--- config.mk ---
export PLATFORM = sky130hd
export DESIGN_NAME = ysyx_201979054_clint
export DESIGN_NICKNAME = d
export VERILOG_FILES = /design/src/rtl/ysyx_201979054_clint_pkg.sv /design/src/rtl/ysyx_201979054_clint_timer.sv /design/src/rtl/ysyx_201979054_clint.sv
export SDC_FILE = /design/constraint.sdc
export NUM_CORES = 1
export LEC_CHECK = 0
export ABC_AREA = 0
export BUFFER_PORTS_ARGS = -buffer_cell sky130_fd_sc_hd__buf_2
export CORE_MARGIN = 5
export CORE_UTILIZATION = 57
export CTS_CLUSTER_DIAMETER = 40
export DETAILED_ROUTE_END_ITERATION = 6
export GPL_ROUTABILITY_DRIVEN = 0
export GPL_TIMING_DRIVEN = 0
export PLACE_DENSITY = 0.79
export SKIP_LAST_GASP = 1
export SLEW_MARGIN = 25
export SYNTH_ARGS = -nofsm -noshare
export SYNTH_HDL_FRONTEND = slang
export SYNTH_HIERARCHICAL = 1
export SYNTH_SLANG_ARGS = --single-unit
--- constraint.sdc ---
create_clock -name clk -period 5.1 [get_ports clk]
set_input_delay 0.51 -clock clk [delete_from_list [all_inputs] [get_ports clk]]
set_output_delay 0.51 -clock clk [all_outputs]
set_load 0.01 [all_outputs]
--- src/rtl/ysyx_201979054_clint_pkg.sv ---
// Shared constants, FSM encoding and byte-strobe merge helper for the CLINT.
package ysyx_201979054_clint_pkg;

    localparam int unsigned XLEN   = 64;
    localparam int unsigned STRB_W = XLEN / 8;
    localparam int unsigned ADDR_W = 16;

    localparam logic [ADDR_W-1:0] MSIP_ADDR     = 16'h0000;
    localparam logic [ADDR_W-1:0] MTIMECMP_ADDR = 16'h4000;
    localparam logic [ADDR_W-1:0] MTIME_ADDR    = 16'hBFF8;

    typedef enum logic {
        IDLE = 1'b0,
        RESP = 1'b1
    } state_e;

    // Replace the byte lanes of old_val selected by strb with lanes of new_val.
    function automatic logic [XLEN-1:0] strb_merge(
        input logic [XLEN-1:0]   old_val,
        input logic [XLEN-1:0]   new_val,
        input logic [STRB_W-1:0] strb
    );
        logic [XLEN-1:0] res;
        res = old_val;
        for (int i = 0; i < int'(STRB_W); i++) begin
            if (strb[i]) begin
                res[i*8 +: 8] = new_val[i*8 +: 8];
            end
        end
        return res;
    endfunction

endpackage

--- src/rtl/ysyx_201979054_clint_timer.sv ---
// mtime/mtimecmp storage with prescaled tick, byte-lane writes and a registered
// compare that drives the machine timer interrupt level.
module ysyx_201979054_clint_timer
    import ysyx_201979054_clint_pkg::*;
#(
    parameter int unsigned DATA_WIDTH = 64,
    parameter int unsigned TICK_DIV   = 1
) (
    input  logic                    clk,
    input  logic                    arst,
    input  logic                    mtime_we,
    input  logic                    mtimecmp_we,
    input  logic [DATA_WIDTH-1:0]   wdata,
    input  logic [DATA_WIDTH/8-1:0] wstrb,
    output logic [DATA_WIDTH-1:0]   mtime,
    output logic [DATA_WIDTH-1:0]   mtimecmp,
    output logic                    timer_int
);

    localparam int unsigned PRE_W = (TICK_DIV > 1) ? $clog2(TICK_DIV) : 1;

    logic [PRE_W-1:0]      prescaler;
    logic                  tick;
    logic [DATA_WIDTH-1:0] mtime_adv;
    logic [DATA_WIDTH-1:0] mtime_next;
    logic [DATA_WIDTH-1:0] mtimecmp_next;

    assign tick = (prescaler == PRE_W'(TICK_DIV - 1));

    // A bus write merges over the already-advanced value so unwritten lanes keep counting.
    always_comb begin
        mtime_adv     = tick ? (mtime + DATA_WIDTH'(1)) : mtime;
        mtime_next    = mtime_we ? strb_merge(mtime_adv, wdata, wstrb) : mtime_adv;
        mtimecmp_next = mtimecmp_we ? strb_merge(mtimecmp, wdata, wstrb) : mtimecmp;
    end

    always_ff @(posedge clk or posedge arst) begin
        if (arst) begin
            prescaler <= '0;
        end else if (tick) begin
            prescaler <= '0;
        end else begin
            prescaler <= prescaler + PRE_W'(1);
        end
    end

    always_ff @(posedge clk or posedge arst) begin
        if (arst) begin
            mtime     <= '0;
            mtimecmp  <= '1;
            timer_int <= 1'b0;
        end else begin
            mtime     <= mtime_next;
            mtimecmp  <= mtimecmp_next;
            timer_int <= (mtime >= mtimecmp);
        end
    end

endmodule

--- src/rtl/ysyx_201979054_clint.sv ---
// Core-local interruptor: single-outstanding bus port, address decode, msip and
// the timer sub-block feeding the CSR file's MTIP/MSIP inputs.
module ysyx_201979054_clint
    import ysyx_201979054_clint_pkg::*;
#(
    parameter int unsigned DATA_WIDTH = 64,
    parameter int unsigned ADDR_WIDTH = 16,
    parameter int unsigned TICK_DIV   = 1
) (
    input  logic                    clk,
    input  logic                    arst,
    input  logic                    i_req_valid,
    input  logic                    i_req_write,
    input  logic [ADDR_WIDTH-1:0]   i_req_addr,
    input  logic [DATA_WIDTH-1:0]   i_req_wdata,
    input  logic [DATA_WIDTH/8-1:0] i_req_wstrb,
    output logic                    o_req_ready,
    output logic                    o_resp_valid,
    input  logic                    i_resp_ready,
    output logic [DATA_WIDTH-1:0]   o_resp_rdata,
    output logic                    o_resp_err,
    output logic                    o_timer_int_call,
    output logic                    o_software_int_call
);

    localparam logic [ADDR_WIDTH-1:0] MSIP_A  = ADDR_WIDTH'(MSIP_ADDR);
    localparam logic [ADDR_WIDTH-1:0] CMP_A   = ADDR_WIDTH'(MTIMECMP_ADDR);
    localparam logic [ADDR_WIDTH-1:0] MTIME_A = ADDR_WIDTH'(MTIME_ADDR);

    state_e                state;
    state_e                state_next;

    logic                  sel_msip;
    logic                  sel_cmp;
    logic                  sel_mtime;
    logic                  unmapped;

    logic                  accept;
    logic                  resp_done;
    logic                  msip_we;
    logic                  mtime_we;
    logic                  mtimecmp_we;
    logic [DATA_WIDTH-1:0] rdata_c;

    logic                  msip;
    logic [DATA_WIDTH-1:0] mtime;
    logic [DATA_WIDTH-1:0] mtimecmp;
    logic                  timer_int;

    // Decode ignores the byte offset inside each 64-bit register.
    always_comb begin
        sel_msip  = ((i_req_addr >> 3) == (MSIP_A  >> 3));
        sel_cmp   = ((i_req_addr >> 3) == (CMP_A   >> 3));
        sel_mtime = ((i_req_addr >> 3) == (MTIME_A >> 3));
        unmapped  = !(sel_msip || sel_cmp || sel_mtime);
    end

    always_ff @(posedge clk or posedge arst) begin
        if (arst) begin
            state <= IDLE;
        end else begin
            state <= state_next;
        end
    end

    always_comb begin
        state_next = state;
        case (state)
            IDLE:    if (i_req_valid)  state_next = RESP;
            RESP:    if (i_resp_ready) state_next = IDLE;
            default: state_next = IDLE;
        endcase
    end

    always_comb begin
        accept      = 1'b0;
        resp_done   = 1'b0;
        msip_we     = 1'b0;
        mtime_we    = 1'b0;
        mtimecmp_we = 1'b0;
        case (state)
            IDLE:    accept    = i_req_valid;
            RESP:    resp_done = i_resp_ready;
            default: ;
        endcase
        if (accept && i_req_write) begin
            msip_we     = sel_msip;
            mtime_we    = sel_mtime;
            mtimecmp_we = sel_cmp;
        end
    end

    // Read value is sampled before this edge's write lands.
    always_comb begin
        rdata_c = '0;
        if (!i_req_write) begin
            if (sel_msip) begin
                rdata_c = DATA_WIDTH'(msip);
            end else if (sel_cmp) begin
                rdata_c = mtimecmp;
            end else if (sel_mtime) begin
                rdata_c = mtime;
            end
        end
    end

    always_ff @(posedge clk or posedge arst) begin
        if (arst) begin
            o_req_ready  <= 1'b1;
            o_resp_valid <= 1'b0;
            o_resp_rdata <= '0;
            o_resp_err   <= 1'b0;
        end else begin
            o_req_ready  <= (state_next == IDLE);
            o_resp_valid <= (state_next == RESP);
            if (accept) begin
                o_resp_rdata <= rdata_c;
                o_resp_err   <= unmapped;
            end else if (resp_done) begin
                o_resp_rdata <= '0;
                o_resp_err   <= 1'b0;
            end
        end
    end

    always_ff @(posedge clk or posedge arst) begin
        if (arst) begin
            msip <= 1'b0;
        end else if (msip_we && i_req_wstrb[0]) begin
            msip <= i_req_wdata[0];
        end
    end

    assign o_software_int_call = msip;
    assign o_timer_int_call    = timer_int;

    ysyx_201979054_clint_timer #(
        .DATA_WIDTH (DATA_WIDTH),
        .TICK_DIV   (TICK_DIV)
    ) u_timer (
        .clk         (clk),
        .arst        (arst),
        .mtime_we    (mtime_we),
        .mtimecmp_we (mtimecmp_we),
        .wdata       (i_req_wdata),
        .wstrb       (i_req_wstrb),
        .mtime       (mtime),
        .mtimecmp    (mtimecmp),
        .timer_int   (timer_int)
    );

endmodule
==> impl_summary.md <==
Status
The run finished with clean final reports.

STA
The slew at the pin with the worst max-slew slack is 0.919 ns. Setup repair after global routing left no endpoint under its margin. The count of final hold-check violations came to 0.

The fmax is ~0.28 GHz. The final critical path time including I/O delays and setup is approximately 3.6 ns. The minimum setup slack in the final design is 1.47 ns. Setup violations remaining at the end of the flow were counted as 0. Hold is met by 0.127 ns.

Measured against its own limit, the worst slew margin works out to roughly two fifths. The number of pins with negative max-slew slack in the final report is 0. The final clock skew is 0.00922 ns. The post-route clock period utilization is about 71%.

Die
The height of the die is 149 um. The total area inside the core boundary comes to 18800 um2. The width of the die is between 100 and 150 um.

The die area is 22200 um2. The count of standard-cell rows is 50. Once the floorplan was initialized, standard cells occupied 58.4% of the core. approximately 160 I/O pins were placed.

Critical path
The category of the worst setup path capture point is a register. Along the worst path, the maximum fanout reaches 10. The critical path data required time is roughly 5.5 ns. For the worst setup path, the data arrival time is about 4.0 ns. The critical path goes through buf_2 -> nand3b_1 -> nor4_1 -> buf_2 -> buf_1 -> and3_1 -> and2_1 -> buf_1 -> buf_1 -> nand2_1 -> o21ai_1.

The critical path start-end classification is in -> reg. The worst flop-to-flop path startpoint is o_resp_valid$_DFF_PP0_. STA classifies the critical path startpoint as a primary input. For this run, the slowest stage of the critical path takes 0.61 ns.

The launch point of the critical path is i_req_addr[14]. By instance count, the cell type seen most on the critical path is sky130_fd_sc_hd__buf_1. On the critical path, the stage with the largest delay is an instance of sky130_fd_sc_hd__and3_1.

Cells and area
The filler cell count is 1462. After the last flow step, the layout net total stands at between 1000 and 1500. The footprint of the multi-input gates is roughly 5400 um2. Cells with a size suffix above 1 make up 29.5% of the layout. The finished layout holds around 1600 standard cells, fillers aside. The register cell area after layout is around 5000 um2. Relative to the synthesized area, the layout overhead comes to 16.0%.

Synth
The number of enable flip-flop cells after synthesis is 0. The number of nets handed over by synthesis was about 1300. After synthesis, the share of flip-flops with an asynchronous set or reset is 100%. The register bit total from synthesis is between 150 and 200. The share of the Yosys chip area taken by registers is between 40 and 50%. The synthesized area is ~11000 um2. For this run, the number of Yosys warnings is 6. The netlist uses 57 different library cells. The average instance area after synthesis is around 10 um2. Synthesis produced a netlist whose cell count is about 1100. The leading register cell type out of synthesis is sky130_fd_sc_hd__dfrtp_1.

Clock network
Clock latency on the worst-skew pair, taken at its later pin, is around 0.43 ns. The number of buffers created by CTS is 17. The TritonCTS clock tree is yes. After clock tree synthesis, the clock-pin slew on the worst setup and hold paths is about 0.070 ns. The root cell of the clock tree is sky130_fd_sc_hd__clkbuf_16.

The clock drives between 150 and 200 sinks. The post-CTS repair timing setup buffer count is 0. The longest clock path from root to sink contains 2 buffers. The post-cts gate resize count is 0.

The H-tree depth is 4. The hold buffer count at cts is 0.

Drt
The number of remaining DRC errors is 0. In the final routed layout, each cell accounts on average for about 18 um. The first detailed-routing pass took 5 iterations. Using the TritonRoute via totals, the vias-per-cell ratio works out to roughly 5.7. The residual antenna-violating net count after detailed routing is 0. For this block, the initial DRC count from the detailed router was between 500 and 600. The total wire length is ~28000 um. The number of vias after detailed routing is 8893.

Global routing
The initial antenna violation count was 1. The number of global-route vias before repair was between 9000 and 10000. Entering global routing, the biggest net connects 76 pins. Global routing finished with a remaining overflow of 0. The first global-routing pass estimated 45500 um of wire.

The total routing resource utilization after global routing is between 20% and 30%.

Worst hold path
The path category of the worst min-delay check is in -> async.

Placement
The quantity of I/O buffers inserted on ports is between 150 and 200. The HPWL after detailed placement is roughly 20000 um. The worst setup slack before clock tree synthesis is 1.07 ns. The placed cell count is roughly 1500.

Power
The cell-internal power is 2.42 mW. The switching power total is 0.745 mW. The switching part of the total power is 23.5%. Combinational cells account for approximately 6.8% of the total power.

Power spread over the standard cell area amounts to around 250 nW/um2. The proportion of power drawn by the clock network is approximately 42%. The analysis attributes to cell leakage a power of 5.56 nW. The sequential share of power is 50.9%. The worst-case IR drop observed on VDD is between 0.0002 and 0.00025 V.

Job
The number of maximum-capacitance constraint violations is 0.
-- logic make-up (layout without fill, tap and decap cells) --
kind of cell | after synthesis | in the layout | share of synthesized area, %
AO/OA/AOI/OAI | 246 | 246 | 13.5
XOR/XNOR | 61 | 61 | 4.86
adder cells (fa/ha/maj) | 65 | 65 | 7.39
buffers and inverters | 126 | 318 | 5.41
flip-flops | 197 | 197 | 45.6
multiplexers | 68 | 68 | 6.95
other | 0 | 1 | 0
AND/OR/NAND/NOR | 335 | 335 | 16.3
-- cell usage in the layout (no fill, tap or decap), types with 17 or more instances in the layout --
cell and count:
sky130_fd_sc_hd__buf_2 166, sky130_fd_sc_hd__nand2_1 148, sky130_fd_sc_hd__dfrtp_1 132, sky130_fd_sc_hd__inv_1 80, sky130_fd_sc_hd__o21ai_0 69, sky130_fd_sc_hd__mux2_2 67, sky130_fd_sc_hd__dfstp_2 65, sky130_fd_sc_hd__ha_1 65
sky130_fd_sc_hd__a22oi_1 63, sky130_fd_sc_hd__a21oi_1 53, sky130_fd_sc_hd__nor2_1 51, sky130_fd_sc_hd__xnor2_1 45, sky130_fd_sc_hd__o21ai_1 33, sky130_fd_sc_hd__nand3_1 33, sky130_fd_sc_hd__clkbuf_1 21, sky130_fd_sc_hd__nand4_1 19
sky130_fd_sc_hd__clkbuf_16 17
-- critical path: cells and delay by family --
kind | cells | cell delay, ns
AO/OA/AOI/OAI | 1 | 0.11
AND/OR/NAND/NOR | 5 | 1.69
buffers and inverters | 5 | 1.65
-- worst paths after layout --
| check | end | slack, ns | cells after the start |
|---|---|---|---|
| setup / recovery | u_timer/mtime[54]$_DFF_PP0_ | 1.47 | 11 |
| hold reg to reg | o_resp_rdata[58]$_DFFE_PP0P_ | 0.47 | 2 |
| setup reg to reg | u_timer/mtime[54]$_DFF_PP0_ | 2.39 | 7 |
| hold / removal | u_timer/mtime[44]$_DFF_PP0_ | 0.13 | 2 |
| max in group asynchronous | u_timer/mtimecmp[0]$_DFFE_PP1P_ | 4.22 | 3 |
| min in group clk | u_timer/mtime[13]$_DFF_PP0_ | 0.29 | 3 |
-- power by group through the flow --
stage | Clock (mW) | Combinational, mW | Sequential [mW]
2_1_floorplan | 0 | 0.111 | 1.63
3_3_place_gp | 0 | 0.207 | 1.64
3_5_place_dp | 0 | 0.218 | 1.64
4_1_cts | 1.36 | 0.219 | 1.61
5_1_grt | 1.42 | 0.242 | 1.61
6_report | 1.34 | 0.216 | 1.61
-- area by class of cell --
class / count / area share [%]
Clock inverter: 8 / 0.775
Sequential cell: 197 / 39.3
Antenna cell: 1 / 0.0196
Tap cell: 260 / 2.55
Multi-Input combinational cell: 775 / 42.3
Inverter: 82 / 2.49
Clock buffer: 24 / 3.78
Buffer: 44 / 2.26
Timing Repair Buffer: 160 / 6.57
-- through the flow --
stage	TNS [ns]	instance area, um2	power (mW)	utilization (%)
global placement	-26.67	12100	1.85	64.3
CTS	0	12800	3.19	67.7
floorplan	0	11000	1.74	-
global route	0	12800	3.28	67.7
finish	0	12800	3.16	67.7
detailed placement	0	12200	1.86	64.7
-- registers in the layout (all words and copies together), names as in the netlist --
signal,cells
o_req_ready,1
o_resp_err,1
o_resp_rdata,64
o_resp_valid,1
o_software_int_call,1
u_timer/mtime,64
u_timer/mtimecmp,64
u_timer/timer_int,1
-- layer usage --
layer / GRT usage, % / wire [um] / up-vias
li1: - / - / 4244
met1: 34.1 / 12100 / 4332
met2: 43.0 / 13700 / 272
met3: 4.13 / 1470 / 45
met4: 8.24 / 574 / 0
met5: 0 / 0 / -
-- synthesized netlist by cell type, drive strengths merged, types with 2 or more instances --
master / n / area share, %
inv: 82 / 2.8
and4: 5 / 0.40
xnor2: 45 / 3.6
ha: 65 / 7.4
nand3: 37 / 1.9
nor2: 51 / 1.7
nand3b: 3 / 0.32
nor4: 19 / 2.2
buf: 27 / 2.0
a211oi: 4 / 0.27
a221oi: 3 / 0.24
a21oi: 53 / 2.4
a2111oi: 2 / 0.16
nand2: 148 / 5.1
and2: 9 / 0.51
mux2: 67 / 6.9
and3: 8 / 0.47
dfstp: 65 / 16
o21ai: 102 / 4.6
or4: 3 / 0.27
dfrtp: 132 / 30
a21o: 4 / 0.27
xor2: 16 / 1.3
o21a: 3 / 0.20
a31oi: 3 / 0.17
a22oi: 63 / 4.3
nand4: 22 / 1.4
clkbuf: 17 / 0.58
nor3: 24 / 1.6
or3: 3 / 0.22
Power figures use the tool's default switching activity.
